[src/rtl/commit_monitor.sv]
// rtl/commit_monitor.sv - ROB retire-stream monitor: commit/flush/cycle stats, halt detect, hang watchdog.
// Optional per-window commit sampling is enabled by defining COMMIT_MONITOR_IPC_EN.
module commit_monitor #(
    parameter int unsigned RETIRE_W   = 2,
    parameter int unsigned CNT_W      = 64,
    parameter int unsigned TIMEOUT    = 100000,
    parameter logic [31:0] HALT_INSN  = 32'hF0002013,
    parameter int unsigned IPC_WINDOW = 1024
) (
    input  logic                   clk,
    input  logic                   rst_n,
    input  logic [RETIRE_W-1:0]    commit_valid_i,
    input  logic [RETIRE_W*32-1:0] commit_insn_i,
    input  logic                   flush_i,
    output logic [1:0]             state_o,
    output logic                   halted_o,
    output logic                   hung_o,
    output logic [CNT_W-1:0]       commit_count_o,
    output logic [CNT_W-1:0]       flush_count_o,
    output logic [CNT_W-1:0]       cycle_count_o
`ifdef COMMIT_MONITOR_IPC_EN
    ,
    output logic [CNT_W-1:0]       win_commits_o,
    output logic                   win_done_o
`endif
);

    localparam int unsigned LANE_W = $clog2(RETIRE_W + 1);
    localparam int unsigned IDLE_W = $clog2(TIMEOUT + 1);

    typedef enum logic [1:0] {
        ST_RUN    = 2'd0,
        ST_HALTED = 2'd1,
        ST_HUNG   = 2'd2
    } state_t;

    state_t              state_q;
    logic [IDLE_W-1:0]   idle_q;
    logic [LANE_W-1:0]   n;
    logic                halt_seen;
    logic [CNT_W:0]      commit_sum;

    // Lanes younger than a retiring halt never count, even if the core marks them valid.
    always_comb begin
        n         = '0;
        halt_seen = 1'b0;
        for (int k = 0; k < RETIRE_W; k++) begin
            if (!halt_seen && commit_valid_i[k]) begin
                n = n + LANE_W'(1);
                if (commit_insn_i[32*k +: 32] == HALT_INSN)
                    halt_seen = 1'b1;
            end
        end
    end

    assign commit_sum = {1'b0, commit_count_o} + (CNT_W + 1)'(n);

    always_ff @(posedge clk or negedge rst_n) begin
        if (!rst_n) begin
            state_q        <= ST_RUN;
            idle_q         <= '0;
            commit_count_o <= '0;
            flush_count_o  <= '0;
            cycle_count_o  <= '0;
        end else begin
            case (state_q)
                ST_RUN: begin
                    if (~&cycle_count_o)
                        cycle_count_o <= cycle_count_o + CNT_W'(1);
                    if (flush_i && ~&flush_count_o)
                        flush_count_o <= flush_count_o + CNT_W'(1);
                    commit_count_o <= commit_sum[CNT_W] ? '1 : commit_sum[CNT_W-1:0];
                    if (n != '0)
                        idle_q <= '0;
                    else
                        idle_q <= idle_q + IDLE_W'(1);
                    if (halt_seen)
                        state_q <= ST_HALTED;
                    else if (n == '0 && idle_q == IDLE_W'(TIMEOUT - 1))
                        state_q <= ST_HUNG;
                end
                ST_HALTED, ST_HUNG: begin
                end
                default: state_q <= ST_HUNG;
            endcase
        end
    end

    assign state_o  = state_q;
    assign halted_o = (state_q == ST_HALTED);
    assign hung_o   = (state_q == ST_HUNG);

`ifdef COMMIT_MONITOR_IPC_EN
    localparam int unsigned WIN_W = $clog2(IPC_WINDOW + 1);

    logic [WIN_W-1:0] win_cnt_q;
    logic [CNT_W-1:0] win_acc_q;

    // The window only advances in RUN, so a partial window is simply dropped at halt/hang.
    always_ff @(posedge clk or negedge rst_n) begin
        if (!rst_n) begin
            win_cnt_q     <= '0;
            win_acc_q     <= '0;
            win_commits_o <= '0;
            win_done_o    <= 1'b0;
        end else if (state_q == ST_RUN) begin
            if (win_cnt_q == WIN_W'(IPC_WINDOW - 1)) begin
                win_cnt_q     <= '0;
                win_acc_q     <= '0;
                win_commits_o <= win_acc_q + CNT_W'(n);
                win_done_o    <= 1'b1;
            end else begin
                win_cnt_q  <= win_cnt_q + WIN_W'(1);
                win_acc_q  <= win_acc_q + CNT_W'(n);
                win_done_o <= 1'b0;
            end
        end else begin
            win_done_o <= 1'b0;
        end
    end
`endif

endmodule

[config.mk]
export PLATFORM = sky130hd
export DESIGN_NAME = commit_monitor
export DESIGN_NICKNAME = d
export VERILOG_FILES = /design/src/rtl/commit_monitor.sv
export SDC_FILE = /design/constraint.sdc
export NUM_CORES = 1
export LEC_CHECK = 0
export ABC_AREA = 1
export BUFFER_PORTS_ARGS = -buffer_cell sky130_fd_sc_hd__buf_2
export CAP_MARGIN = 5
export CORE_ASPECT_RATIO = 1.4
export CORE_UTILIZATION = 39
export DETAILED_ROUTE_END_ITERATION = 8
export HOLD_SLACK_MARGIN = 0.12
export MAX_ROUTING_LAYER = met4
export SETUP_SLACK_MARGIN = 0.3
export SLEW_MARGIN = 40
export SYNTH_ARGS = -nofsm -noshare
export SYNTH_HDL_FRONTEND = slang
export SYNTH_SLANG_ARGS = --single-unit
[constraint.sdc]
create_clock -name clk -period 3.88 [get_ports clk]
set_input_delay 0.582 -clock clk [delete_from_list [all_inputs] [get_ports clk]]
set_output_delay 0.582 -clock clk [all_outputs]
set_load 0.01 [all_outputs]
## Word-level counts from Yosys, hierarchy flattened

Cells that the tools add are included.

| cells by class | value |
|---|---|
| add/subtract/negate cells | 5 |
| eq/ne operators | 6 |
| muxes and demuxes | 11 |
| bitwise operators | 2 |
| reductions and logical operators | 14 |

Operators by type and width:

| cell | count |
|---|---|
| adder 64 x 1 -> 64 bit (second input constant) | 2 |
| AND reduction 64 bit | 2 |
| adder 64 x 2 -> 65 bit | 1 |
| == test 32 bit (second input constant) | 2 |
| two-way mux 64 bit | 1 |
| adder 17 x 1 -> 17 bit (second input constant) | 1 |
| == test 17 bit (second input constant) | 1 |
| two-way mux 17 bit | 1 |
| two-way mux 2 bit | 3 |
| AND reduction 2 bit | 3 |
| two-way mux 1 bit | 5 |
| zero test 2 bit | 2 |
| one-hot mux 2 bit (2 select lines) | 1 |
| logical AND 1 bit | 3 |
| inequality test 3 bit (second input constant) | 1 |
| adder 1 x 1 -> 2 bit (second input constant) | 1 |
| == test 2 x 1 -> 1 bit (second input constant) | 1 |
| == test 2 bit (second input constant) | 1 |
| zero test 1 bit | 2 |
| NOT 1 bit | 2 |
| nonzero test 2 bit | 1 |
| OR reduction 2 bit | 1 |

| word-level totals | value |
|---|---|
| register bits | 211 |
| bits of input ports | 69 |
| output and inout bits | 196 |

## Logic depth before layout (Yosys ltp)

| depth | value |
|---|---|
| depth in word-level cells | 11 |
| depth in mapped cells | 21 |
| depth with buffers taken out | 21 |

## Worst setup path after synthesis

Ideal clock, no wire load.

| timing | value |
|---|---|
| kind | input to register |
| start point | input commit_insn_i[21] |
| end point | register commit_count_o[58] |
| data arrival time | 3.037 ns |
| required time | 3.811 ns |
| slack | 0.773 ns |
| stages on the path | 19 |
| path through | inv_1 nand2_1 nor2_1 nand2_1 nor2_1 nand3_1 and2_1 ha_1 ha_1 inv_1 fa_1 nor2_1 nand2_1 nor2_2 nand3_1 nor2_2 nand4_2 buf_2 nand3_1 |

| between the ends | value |
|---|---|
| cells in the longest elaborated chain, start to end | 8 |

Ends and longest elaborated chain:

| element | line | source |
|---|---|---|
| start, declared | 13 | `input logic [RETIRE_W*32-1:0] commit_insn_i,` |
| == test 32 bit | 50 | `if (commit_insn_i[32*k +: 32] == HALT_INSN)` |
| two-way mux 1 bit | 50 |  |
| two-way mux 1 bit | 48 | `if (!halt_seen && commit_valid_i[k]) begin` |
| zero test 1 bit | 48 |  |
| logical AND 1 bit | 48 |  |
| two-way mux 2 bit | 48 |  |
| adder 64 x 2 -> 65 bit | 56 | `assign commit_sum = {1'b0, commit_count_o} + (CNT_W + 1)'(n);` |
| two-way mux 64 bit | 72 | `commit_count_o <= commit_sum[CNT_W] ? '1 : commit_sum[CNT_W-1:0];` |
| end signal, assigned | 72 |  |
| end, declared | 18 | `output logic [CNT_W-1:0] commit_count_o,` |

Every way passes these cells.
A chain may end at the register's enable or synchronous reset.

## Final worst setup path

| timing | value |
|---|---|
| start point | input commit_valid_i[0] |
| end point | register commit_count_o[40] |

| between the ends | value |
|---|---|
| cells in the longest elaborated chain, start to end | 6 |
| elaborated cells on any way between the ends | 8 |
| those cells by class | add/sub (2); mux (4); reduce/logical (2) |

Ends and longest elaborated chain:

| element | line | source |
|---|---|---|
| start, declared | 12 | `input logic [RETIRE_W-1:0] commit_valid_i,` |
| two-way mux 1 bit | 48 |  |
| zero test 1 bit | 48 |  |
| logical AND 1 bit | 48 |  |
| two-way mux 2 bit * | 48 |  |
| adder 64 x 2 -> 65 bit * | 56 |  |
| two-way mux 64 bit * | 72 |  |

Mark *: on every way between the ends. The rest lies on a longest branch, timed or not.

==> run_results.csv <==
group,metric,value,unit
status,status,"finished, final reports clean",
drt,drc_errors,0,
logic_synthesis,syn_area,14160,µm²
global_route,grt_antenna_before_repair,0,
drt,first_iter_violations,973,
worst_hold_path,min_path_cells,4,
sta,rsz0062_at_grt,"no",
placed_design,port_buffers,264,
logic_synthesis,syn-num-nets,2314,
sta,setup_viol,0,
sta,period_share,80.51,%
worst_hold_path,hp-start,"commit_valid_i[1]",
floorplan,die_w,163.1,µm
logic_synthesis,synthSimpleGateAreaFrac,46.29,%
setup_path,worstSetupStartpoint,"commit_valid_i[0]",
drt,via_per_inst,5.105,
final_layout,n_antenna_cell,0,
logic_synthesis,synth_ff_type,"dfrtp_1",
final_layout,final_nets,2588,
drt,ant_nets,0,
logic_synthesis,ys_types,36,
final_layout,area_growth,19.64,%
floorplan,die_height,227.5,µm
setup_path,crit_type,"in -> reg",
global_route,met3_usage,3.480,%
logic_synthesis,syn-instance-count,2235,
global_route,grtUsageTotal,28.46,%
logic_synthesis,synth_xor_area_share,6.245,%
logic_synthesis,ys_ff_latch,211,
placed_design,placed_area,16040,µm²
setup_path,crit_arrival,3530,ps
setup_path,critPathCaptureType,"flip-flop",
cts,cts.sinks,211,
logic_synthesis,synth_most_common_cell,"nand2_1",
logic_synthesis,yosys_warnings,0,
power,p_leak,7.842,nW
logic_synthesis,yosysTopAreaCellShare,37.28,%
cts,clkTransAtPathRegs,60,ps
sta,tns,0,ps
sta,final.setup_skew,9.367,ps
logic_synthesis,synthTopCellsByArea,"dfrtp_1 37%, nand2_1 25%, nor2_1 11%",
sta,min_period,3124,ps
global_route,grt_max_degree,96,
setup_path,r2r_cells,12,
final_layout,drive_gt1_share,13.97,%
sta,max_freq,320.1,MHz
logic_synthesis,ys_async_sr_fraction,100.0,%
logic_synthesis,netlist_top_cells_count,"950 x nand2_1, 411 x nor2_1, 211 x dfrtp_1",
cts,cts_root_buf,"clkbuf_16",
global_route,grt_pass1_vias,14434,
setup_path,r2r_slack,930,ps
setup_path,timing.rr.start,"flush_count_o[0]$_DFFE_PN0P_",
placed_design,dpl.hpwl,40320,µm
worst_hold_path,min_path_type,"in -> reg",
logic_synthesis,synthMuxAreaShare,0,%
cts,cts.path.max_buffers,3,
placed_design,gp_congestion,0.9636,
setup_path,worstPathRequired,4290,ps
floorplan,initial_utilization,39.56,%
cts,cts_setup_buffers,0,
final_layout,stdcell_area,16950,µm²
cts,tritoncts,"built",
floorplan,die_area,37100,µm²
global_route,grt_pass1_wl,79240,µm
logic_synthesis,synth_top_family_by_area,"simple AND/OR/NAND/NOR gates",
logic_synthesis,yosysSeqAreaShare,37.28,%
sta,slew_violations,0,
logic_synthesis,syn_avg_cell_area,6.338,µm²
floorplan,pin_count,265,
logic_synthesis,synth-edff-count,0,
drt,wl_per_cell,17.34,µm
global_route,grtUsageMet2,50.01,%
cts,htree_levels,1,
setup_path,critPathLaunchType,"input port",
power,vdd_ir_drop_max,273.6,µV
cts,clk_latency,540,ps
job,maxCapViolations,0,
floorplan,core-area,35810,µm²
global_route,gr-usage-met1,32.61,%
drt,num_vias,15258,
setup_path,worstPathMaxFanout,7,
drt,drt_wl_total,51820,µm
drt,first_pass_iters,5,
sta,worst_slew_margin_rel,46.96,%
logic_synthesis,synth_compound_area_share,3.198,%
cts,cts_hold_buf,1,
logic_synthesis,synth_adder_area_share,0.9363,%
cts,cts_resized,0,
power,p_per_area,329.3,nW/µm²
cts,cts_made_buffers,25,
floorplan,row_count,82,
global_route,top_usage_layer,"met2",
logic_synthesis,yosysTopAreaCell,"dfrtp_1",
sta,hold_violations,0,
global_route,gr-total-overflow,0,
sta,worst_pin_slew,793.6,ps
state kept, by name (all words and copies together) (netlist names):
signal / cells
state_o: 2
cycle_count_o: 64
flush_count_o: 64
idle_q: 17
commit_count_o: 64
path summary, 6_finish.rpt:
kind                                                   to
setup reg to reg            flush_count_o[53]$_DFFE_PN0P_
setup / recovery           commit_count_o[40]$_DFFE_PN0P_
hold reg to reg             commit_count_o[0]$_DFFE_PN0P_
max in group asynchronous   flush_count_o[20]$_DFFE_PN0P_
min in group asynchronous  commit_count_o[43]$_DFFE_PN0P_
hold / removal                      idle_q[1]$_DFFE_PN0P_
cells in the final DEF, fill, tap and decap left out, drive strengths merged, types with 9 or more instances in the layout:
master	count
or2	9
nor2	424
nor3	22
xnor2	58
nand3	125
nand2	954
xor2	43
a21oi	10
buf	281
o21ai	77
inv	176
nand3b	17
nand4	55
clkbuf	33
ha	9
dfrtp	211
power breakdown:
| part | total (mW) | leakage (nW) | internal (mW) | switching, mW |
|---|---|---|---|---|
| sequential | 2.44 | 2.90 | 2.30 | 0.147 |
| clock | 2.53 | 0.435 | 1.54 | 0.993 |
| combinational | 0.609 | 4.51 | 0.227 | 0.382 |
metrics by stage:
step	hold slack (ps)	setup slack (ps)	instances	utilization, %	power, mW
floorplan	286.4	773.4	2235	-	2.784
global placement	491.6	265.1	2942	44.80	3.081
detailed placement	502.2	189.1	2942	44.81	3.092
CTS	392.1	751.7	2988	47.25	5.647
global route	419.7	381.6	2989	47.33	5.828
finish	404.0	756.1	2989	47.33	5.581
cells by family (layout without fill, tap and decap cells):
kind of cell | count (synthesis) | count (layout)
AND/OR/NAND/NOR | 1613 | 1613
flip-flops | 211 | 211
buffers and inverters | 211 | 503
XOR/XNOR | 101 | 101
AO/OA/AOI/OAI | 89 | 89
adder cells (fa/ha/maj) | 10 | 10
worst max-delay path, stage by stage:
cell     delay [ps]
buf_2           110
inv_1            40
nor2_1          120
nand3_1          90
nor2_1          100
nand3_1         130
and2_1          170
ha_1            270
ha_1            170
inv_1            60
fa_1            380
nor2_1          190
nand2_1         130
nor2_2          140
nand3_1         150
nor2_1          410
nand3_1         130
nand2_1          80
nand3_1          70
metal layers:
layer	vias up	part of all wire (%)
met2	440	51
li1	7506	-
met3	107	4.7
met5	-	0
met4	0	4.1
met1	7205	41
layout make-up:
| type | count | area (µm²) |
|---|---|---|
| repair buffers | 282 | 1514 |
| clock inverters | 12 | 160.2 |
| flip-flops and latches | 211 | 5280 |
| clock buffers | 33 | 705.7 |
| well taps | 462 | 578.1 |
| inverters | 176 | 663.1 |
| fillers | 3772 | 18860 |
| multi-input cells | 1813 | 8046 |
Power figures use the tool's default switching activity.
